**src/rtl/clip_bank_scheduler_pkg.sv**
```systemverilog
// Shared types and defaults for the ping-pong clip store.
// Sample, index and scheduler-state definitions.
package clip_bank_scheduler_pkg;
   localparam int DEF_SAMPLE_BITS = 16;
   localparam int DEF_CLIP_LEN    = 64;
   localparam int DEF_IDX_BITS    = 8;
   localparam int DEF_VOLUME_BITS = 8;
   localparam int DEF_NUM_WR      = 2;
   localparam int MCLK_DIV        = 256;

   typedef shortint sample_t;
   typedef logic [DEF_IDX_BITS-1:0] idx_t;

   typedef enum logic [1:0] {
      FILL,
      PENDING,
      SWAP
   } sched_state_t;
endpackage

```
**src/rtl/clip_bank_scheduler_if.sv**
```systemverilog
// Write-requester bus for the back bank.
// Requesters hold the master side, the scheduler the slave side.
interface clip_bank_scheduler_if
   import clip_bank_scheduler_pkg::*;
#(
   parameter int NUM_WR      = DEF_NUM_WR,
   parameter int IDX_BITS    = DEF_IDX_BITS,
   parameter int SAMPLE_BITS = DEF_SAMPLE_BITS
);
   logic [NUM_WR-1:0]                  wr_valid;
   logic [NUM_WR-1:0][IDX_BITS-1:0]    wr_addr;
   logic [NUM_WR-1:0][SAMPLE_BITS-1:0] wr_data;
   logic [NUM_WR-1:0]                  wr_ready;
   logic                               wr_err;

   modport master (
      output wr_valid, wr_addr, wr_data,
      input  wr_ready, wr_err
   );

   modport slave (
      input  wr_valid, wr_addr, wr_data,
      output wr_ready, wr_err
   );
endinterface

```
**src/rtl/clip_bank_scheduler_rr_arbiter.sv**
```systemverilog
// Round-robin arbiter: one-hot grant, search starts
// just after the last grantee; reset favours index 0.
module rr_arbiter
   import clip_bank_scheduler_pkg::*;
#(
   parameter int N = DEF_NUM_WR
) (
   input  logic         clk,
   input  logic         rst_n,
   input  logic [N-1:0] req,
   output logic [N-1:0] gnt
);
   localparam int PW = (N > 1) ? $clog2(N) : 1;
   localparam logic [PW-1:0] LAST = PW'(N - 1);

   logic [PW-1:0] ptr_q;
   logic [PW-1:0] ptr_d;
   logic [PW-1:0] k;
   logic          found;

   // scan requesters circularly after the last grantee
   always_comb begin
      gnt   = '0;
      ptr_d = ptr_q;
      found = 1'b0;
      k     = ptr_q;
      for (int i = 0; i < N; i++) begin
         k = (k == LAST) ? '0 : k + 1'b1;
         if (!found && req[k]) begin
            gnt[k] = 1'b1;
            ptr_d  = k;
            found  = 1'b1;
         end
      end
   end

   // remember the last grantee
   always_ff @(posedge clk or negedge rst_n) begin
      if (!rst_n) ptr_q <= LAST;
      else        ptr_q <= ptr_d;
   end
endmodule

```
**src/rtl/clip_bank_scheduler.sv**
```systemverilog
// Ping-pong clip store: writers fill the back bank, the
// active bank feeds the driver, swaps happen at clip wrap.
module clip_bank_scheduler
   import clip_bank_scheduler_pkg::*;
#(
   parameter int SAMPLE_BITS = DEF_SAMPLE_BITS,
   parameter int CLIP_LEN    = DEF_CLIP_LEN,
   parameter int IDX_BITS    = DEF_IDX_BITS,
   parameter int VOLUME_BITS = DEF_VOLUME_BITS,
   parameter int NUM_WR      = DEF_NUM_WR
) (
   input  logic                   mclk,
   input  logic                   rst_n,
   clip_bank_scheduler_if.slave   wr,
   input  logic                   commit,
   input  logic [VOLUME_BITS-1:0] volume_in,
   input  logic [IDX_BITS-1:0]    sample_index,
   output sample_t                play_clip [CLIP_LEN],
   output logic [VOLUME_BITS-1:0] volume_out,
   output logic                   active_bank,
   output logic                   swap_pending,
   output logic                   swap_done
);
   localparam int AW = $clog2(CLIP_LEN);
   localparam logic [IDX_BITS-1:0] LAST_IDX =
      IDX_BITS'(CLIP_LEN - 1);
   localparam logic [IDX_BITS:0] LEN_X =
      (IDX_BITS + 1)'(CLIP_LEN);

   sched_state_t           state_q;
   logic                   active_q;
   logic                   pend_q;
   logic                   done_q;
   logic                   err_q;
   logic [VOLUME_BITS-1:0] vol_q;
   logic [IDX_BITS-1:0]    s1_q, s2_q, s3_q;
   sample_t                bank_q [2][CLIP_LEN];

   logic [NUM_WR-1:0]      req;
   logic [NUM_WR-1:0]      gnt;
   logic [IDX_BITS-1:0]    sel_addr;
   logic [SAMPLE_BITS-1:0] sel_data;
   logic                   wr_fire;
   logic                   addr_bad;
   logic                   wrap;

   // grants only while filling and out of reset
   assign req = wr.wr_valid
              & {NUM_WR{(state_q == FILL) && rst_n}};

   rr_arbiter #(.N(NUM_WR)) u_arb (
      .clk   (mclk),
      .rst_n (rst_n),
      .req   (req),
      .gnt   (gnt)
   );

   assign wr.wr_ready = gnt;
   assign wr.wr_err   = err_q;

   // route the granted requester's address and data
   always_comb begin
      sel_addr = '0;
      sel_data = '0;
      for (int i = 0; i < NUM_WR; i++) begin
         if (gnt[i]) begin
            sel_addr = wr.wr_addr[i];
            sel_data = wr.wr_data[i];
         end
      end
   end

   assign wr_fire  = |gnt;
   assign addr_bad = {1'b0, sel_addr} >= LEN_X;

   // back-bank writes; out-of-range writes only flag an error
   always_ff @(posedge mclk or negedge rst_n) begin
      if (!rst_n) begin
         err_q <= 1'b0;
         for (int b = 0; b < 2; b++)
            for (int i = 0; i < CLIP_LEN; i++)
               bank_q[b][i] <= '0;
      end else begin
         err_q <= wr_fire && addr_bad;
         if (wr_fire && !addr_bad)
            bank_q[~active_q][sel_addr[AW-1:0]] <=
               sample_t'(sel_data);
      end
   end

   // bring the driver's index into mclk and find the wrap
   always_ff @(posedge mclk or negedge rst_n) begin
      if (!rst_n) begin
         s1_q <= '0;
         s2_q <= '0;
         s3_q <= '0;
      end else begin
         s1_q <= sample_index;
         s2_q <= s1_q;
         s3_q <= s2_q;
      end
   end

   assign wrap = (s3_q == LAST_IDX) && (s2_q == '0);

   // commit/swap sequencing with registered flags and volume
   always_ff @(posedge mclk or negedge rst_n) begin
      if (!rst_n) begin
         state_q  <= FILL;
         active_q <= 1'b0;
         vol_q    <= '0;
         pend_q   <= 1'b0;
         done_q   <= 1'b0;
      end else begin
         done_q <= 1'b0;
         unique case (state_q)
            FILL: begin
               if (commit) begin
                  state_q <= PENDING;
                  pend_q  <= 1'b1;
               end
            end
            PENDING: begin
               if (wrap) begin
                  state_q  <= SWAP;
                  pend_q   <= 1'b0;
                  done_q   <= 1'b1;
                  active_q <= ~active_q;
                  vol_q    <= volume_in;
               end
            end
            SWAP:    state_q <= FILL;
            default: state_q <= FILL;
         endcase
      end
   end

   // the driver always sees the active bank
   always_comb begin
      for (int i = 0; i < CLIP_LEN; i++)
         play_clip[i] = bank_q[active_q][i];
   end

   assign volume_out   = vol_q;
   assign active_bank  = active_q;
   assign swap_pending = pend_q;
   assign swap_done    = done_q;
endmodule

```
**src/flat_wrapper.sv**
```systemverilog
// flat-port wrapper written by rule: the top's interface ports become plain ports
module clip_bank_scheduler_flat import clip_bank_scheduler_pkg::*;
#(
   parameter int SAMPLE_BITS = DEF_SAMPLE_BITS,
   parameter int CLIP_LEN    = DEF_CLIP_LEN,
   parameter int IDX_BITS    = DEF_IDX_BITS,
   parameter int VOLUME_BITS = DEF_VOLUME_BITS,
   parameter int NUM_WR      = DEF_NUM_WR
)
  (mclk, rst_n, commit, volume_in, sample_index, play_clip, volume_out, active_bank, swap_pending, swap_done, wr_wr_valid, wr_wr_addr, wr_wr_data, wr_wr_ready, wr_wr_err);
  clip_bank_scheduler_if #(.NUM_WR(NUM_WR), .IDX_BITS(IDX_BITS), .SAMPLE_BITS(SAMPLE_BITS)) wr_i ();
  input  logic mclk;
  input  logic rst_n;
  input  logic commit;
  input  logic [VOLUME_BITS-1:0] volume_in;
  input  logic [IDX_BITS-1:0] sample_index;
  output sample_t play_clip[CLIP_LEN];
  output logic [VOLUME_BITS-1:0] volume_out;
  output logic active_bank;
  output logic swap_pending;
  output logic swap_done;
  input wire logic [$bits(wr_i.wr_valid)-1:0] wr_wr_valid;
  input wire logic [$bits(wr_i.wr_addr)-1:0] wr_wr_addr;
  input wire logic [$bits(wr_i.wr_data)-1:0] wr_wr_data;
  output wire logic [$bits(wr_i.wr_ready)-1:0] wr_wr_ready;
  output wire logic [$bits(wr_i.wr_err)-1:0] wr_wr_err;
  assign wr_i.wr_valid = wr_wr_valid;
  assign wr_i.wr_addr = wr_wr_addr;
  assign wr_i.wr_data = wr_wr_data;
  assign wr_wr_ready = wr_i.wr_ready;
  assign wr_wr_err = wr_i.wr_err;
  clip_bank_scheduler #(.SAMPLE_BITS(SAMPLE_BITS), .CLIP_LEN(CLIP_LEN), .IDX_BITS(IDX_BITS), .VOLUME_BITS(VOLUME_BITS), .NUM_WR(NUM_WR)) u_core (.mclk(mclk), .rst_n(rst_n), .wr(wr_i), .commit(commit), .volume_in(volume_in), .sample_index(sample_index), .play_clip(play_clip), .volume_out(volume_out), .active_bank(active_bank), .swap_pending(swap_pending), .swap_done(swap_done));
endmodule
```
**config.mk**
```make
export PLATFORM = sky130hd
export DESIGN_NAME = clip_bank_scheduler_flat
export DESIGN_NICKNAME = d
export VERILOG_FILES = /design/src/rtl/clip_bank_scheduler_pkg.sv /design/src/rtl/clip_bank_scheduler_if.sv /design/src/rtl/clip_bank_scheduler_rr_arbiter.sv /design/src/rtl/clip_bank_scheduler.sv /design/src/flat_wrapper.sv
export SDC_FILE = /design/constraint.sdc
export NUM_CORES = 2
export LEC_CHECK = 0
export BUFFER_PORTS_ARGS = -buffer_cell sky130_fd_sc_hd__buf_4
export CAP_MARGIN = 10
export CORE_ASPECT_RATIO = 0.9
export CORE_MARGIN = 5
export CORE_UTILIZATION = 40
export CTS_BUF_LIST = sky130_fd_sc_hd__clkbuf_16
export DETAILED_ROUTE_END_ITERATION = 16
export GPL_TIMING_DRIVEN = 1
export HOLD_SLACK_MARGIN = 0.08
export PLACE_DENSITY_LB_ADDON = 0.08
export SLEW_MARGIN = 20
export SYNTH_ARGS = -nofsm -noshare
export SYNTH_HDL_FRONTEND = slang
export SYNTH_SLANG_ARGS = --single-unit
```
**constraint.sdc**
```tcl
create_clock -name mclk -period 5.4 [get_ports mclk]
set_input_delay 0.81 -clock mclk [delete_from_list [all_inputs] [get_ports mclk]]
set_output_delay 0.81 -clock mclk [all_outputs]
set_load 0.01 [all_outputs]
```
==> key figures <==
Place
  • Placer Congestion: 0.819
  • Placed Area: 103000 um^2
  • Port Buffers: 1106
  • DP HPWL: 209 mm
  • Setup WS pre-CTS: 472 ps

CTS
  • Root buffer cell: clkbuf_16
  • Cts hold-fix bufs: 9
  • Worst skew pair latency: 860 ps
  • Setup bufs post-CTS: 0
  • CTS buffer count: 222
  • H-tree Lvls: 4
  • CTS Buffer Depth: 3
  • Post-CTS sizing: 0
  • CTS tree: done
  • Clock transition at path regs: 60 ps
  • Clk sinks: 2087

Timing
  • Final WS setup: 785 ps
  • Tcrit/Tclk final: 85.5%
  • Final worst path period need: 4620 ps
  • Unrepaired setup endpoints after global routing: no
  • Setup TNS: 0 ps
  • Max Clock Freq: 217 MHz
  • Worst Max-Slew Pin Slew: 1130 ps
  • WHS: 199 ps
  • Max Clock Skew: 58.0 ps
  • Final hold vios: 0
  • Slew headroom: 24.8%
  • Count of pins over their slew limit: 0
  • Final setup vio count: 0

Drt
  • DR WL/cell: 30.8 um
  • Drt pass-1 iters: 5
  • DRT antenna net count: 0
  • Drt initial violations: 2903
  • Vias: 54600
  • DR vias/cell: 5.39
  • DRT Wirelength: 312 mm
  • DRC viols: 0

Setup path
  • Worst Path Arrival: 5290 ps
  • CP Max Fanout: 36
  • CP required: 6080 ps
  • CP Class: input port to register
  • Reg2Reg Setup Slack: 1110 ps
  • Worst Setup End Kind: register
  • CP Launch Type: input port

GRT
  • First-pass GRT wire length: 443 mm
  • Gr usage total: 25.6%
  • Antenna violations before repair: 28
  • Congestion Overflow GR: 0
  • Vias in the first global route: 57100
  • Largest net degree at the start of global routing: 187

Logic synthesis
  • Synth area leader: dfrtp_1
  • Mean post-synth cell area: 15.3 um^2
  • Primary FF master, synth: dfrtp_1
  • Unique masters post-synth: 61
  • Cells after Synth: 5987
  • Mapped cell area: 91700 um^2
  • Share of the synthesized area in the top cell type: 56.9%
  • Largest family of logic cells by synthesized area: multiplexers
  • Top-count cell post-synth: mux2_2
  • Number of synthesized register bits: 2087
  • Async S/R FF share, synth: 100%
  • Xor/xnor share of the synthesized area: 0.00955%
  • Compound-Gate Fraction of Synth Area: 0.670%
  • Area share of fa/ha/maj cells after synthesis: 0%
  • Synth top area cells: dfrtp_1, mux2_2, mux2_1
  • Mux share of post-synthesis cell area: 37.8%
  • Commonest cells post-synth: mux2_2, dfrtp_1, clkbuf_1
  • Synth Net Count: 6056
  • Synth Area in Simple Gates: 2.01%
  • Post-synth EDFFs: 0
  • Seq/Total Area, Yosys: 56.9%
  • Ys Warns: 0

Status
  • Status: finished, final reports clean

Layout
  • Fraction of layout instances using a drive strength above 1: 64.9%
  • Final nets: 6978
  • Area Growth Syn to Fin: 20.2%
  • Design Area, Final: 110000 um^2

Power
  • Total power divided by cell area: 280 nW/um^2
  • Static leakage: 57.7 nW
  • VDD IR max: 0.272 mV
  • Total power: 30.9 mW

Floorplan
  • Initial Util: 40.3%
  • Die width: 515 um
  • Die ar.: 239000 um^2
  • IO Count: 1107
  • Core Box Area: 228000 um^2
  • Row cnt: 166
  • Die Ht: 464 um

Worst hold path
  • Min-Delay Path Class: input port to register

Flow run
  • MaxCap Viol Count: 0
## power breakdown
group | switching (mW) | leakage, nW | internal (mW)
Sequential | 0.00980 | 29.1 | 15.7
Combinational | 0.382 | 24.9 | 0.0779
Clock | 6.46 | 3.65 | 8.33
Total | 6.85 | 57.7 | 24.1
## worst max-delay path, cell delays in order
cell	delay (ps)
dlygate4sd3_1	620
buf_16	260
nor3b_4	230
buf_4	370
nand4_2	340
a22oi_4	970
nand3_2	970
mux2_1	620
## per-stage QoR
stage               utilization, %  std cells
global route                  48.4      10100
global placement              45.2       9692
CTS                           48.4      10100
floorplan                        -       5987
finish                        48.4      10100
detailed placement            45.3       9697
## final timing paths
| check | depth (start not counted) | endpoint | from |
|---|---|---|---|
| max in group asynchronous | 5 | u_core.bank_q[1718] | rst_n |
| setup / recovery | 8 | u_core.bank_q[789] | rst_n |
| min in group asynchronous | 2 | u_core.bank_q[445] | rst_n |
| hold / removal | 2 | u_core.volume_out[7] | volume_in[7] |
| hold reg to reg | 0 | u_core.s2_q[3] | u_core.s1_q[3] |
| setup reg to reg | 5 | u_core.bank_q[789] | u_core.u_arb.ptr_q |
## layer usage
metal / share of wire, % / vias to the layer above / track usage [%]
met1: 42 / 29600 / 33.0
met5: 0.015 / - / 0
met3: 7.9 / 349 / 8.44
li1: - / 23400 / -
met2: 47 / 1291 / 40.9
met4: 3.2 / 8 / 7.79
## registers in the layout, summed over array words and instances (netlist names)
| register | cells |
|---|---|
| u_core.u_arb.ptr_q | 1 |
| u_core.volume_out | 8 |
| u_core.swap_done | 1 |
| u_core.wr.wr_err | 1 |
| u_core.s3_q | 8 |
| u_core.s1_q | 8 |
| u_core.state_q | 2 |
| u_core.swap_pending | 1 |
| u_core.active_bank | 1 |
| u_core.s2_q | 8 |
| u_core.bank_q | 2048 |
## cell type report
cell class	instances	area, um^2
antenna	23	57.6
clock buffer	229	5730
clock inverter	174	1250
fill	19900	118000
inverter	5	18.8
multi-input combinational	3356	37400
sequential	2087	52200
tap	3024	3780
timing repair buffer	1237	9880
## kinds of logic after synthesis
family	count (synthesis)
AO/OA/AOI/OAI	66
buffers and inverters	544
XOR/XNOR	1
multiplexers	3080
flip-flops	2087
AND/OR/NAND/NOR	209
## placed cells by master, fill, tap and decap left out, types with 4 or more instances in the layout
master	synthesis	routed
nor2_1	11	11
nand4_1	20	20
nand4_2	36	36
nand2_1	8	8
inv_1	4	62
o2111ai_1	5	5
diode_2	0	23
buf_12	0	38
and4_1	9	9
buf_6	1	7
nand3_1	8	8
dfrtp_1	2086	2085
o22a_1	4	4
nor3_1	5	5
nor4_4	5	6
clkinv_1	0	46
nor2b_1	6	6
clkinvlp_4	0	5
clkinv_2	0	39
and3_1	22	20
clkbuf_16	0	229
dlygate4sd3_1	0	9
nor4_1	4	4
mux2_2	2934	2934
mux2_1	146	146
bufinv_16	0	15
nand3_2	55	55
a22o_4	0	16
nand4b_1	7	7
buf_4	34	1179
No activity file was read; power rests on OpenSTA's default activity.
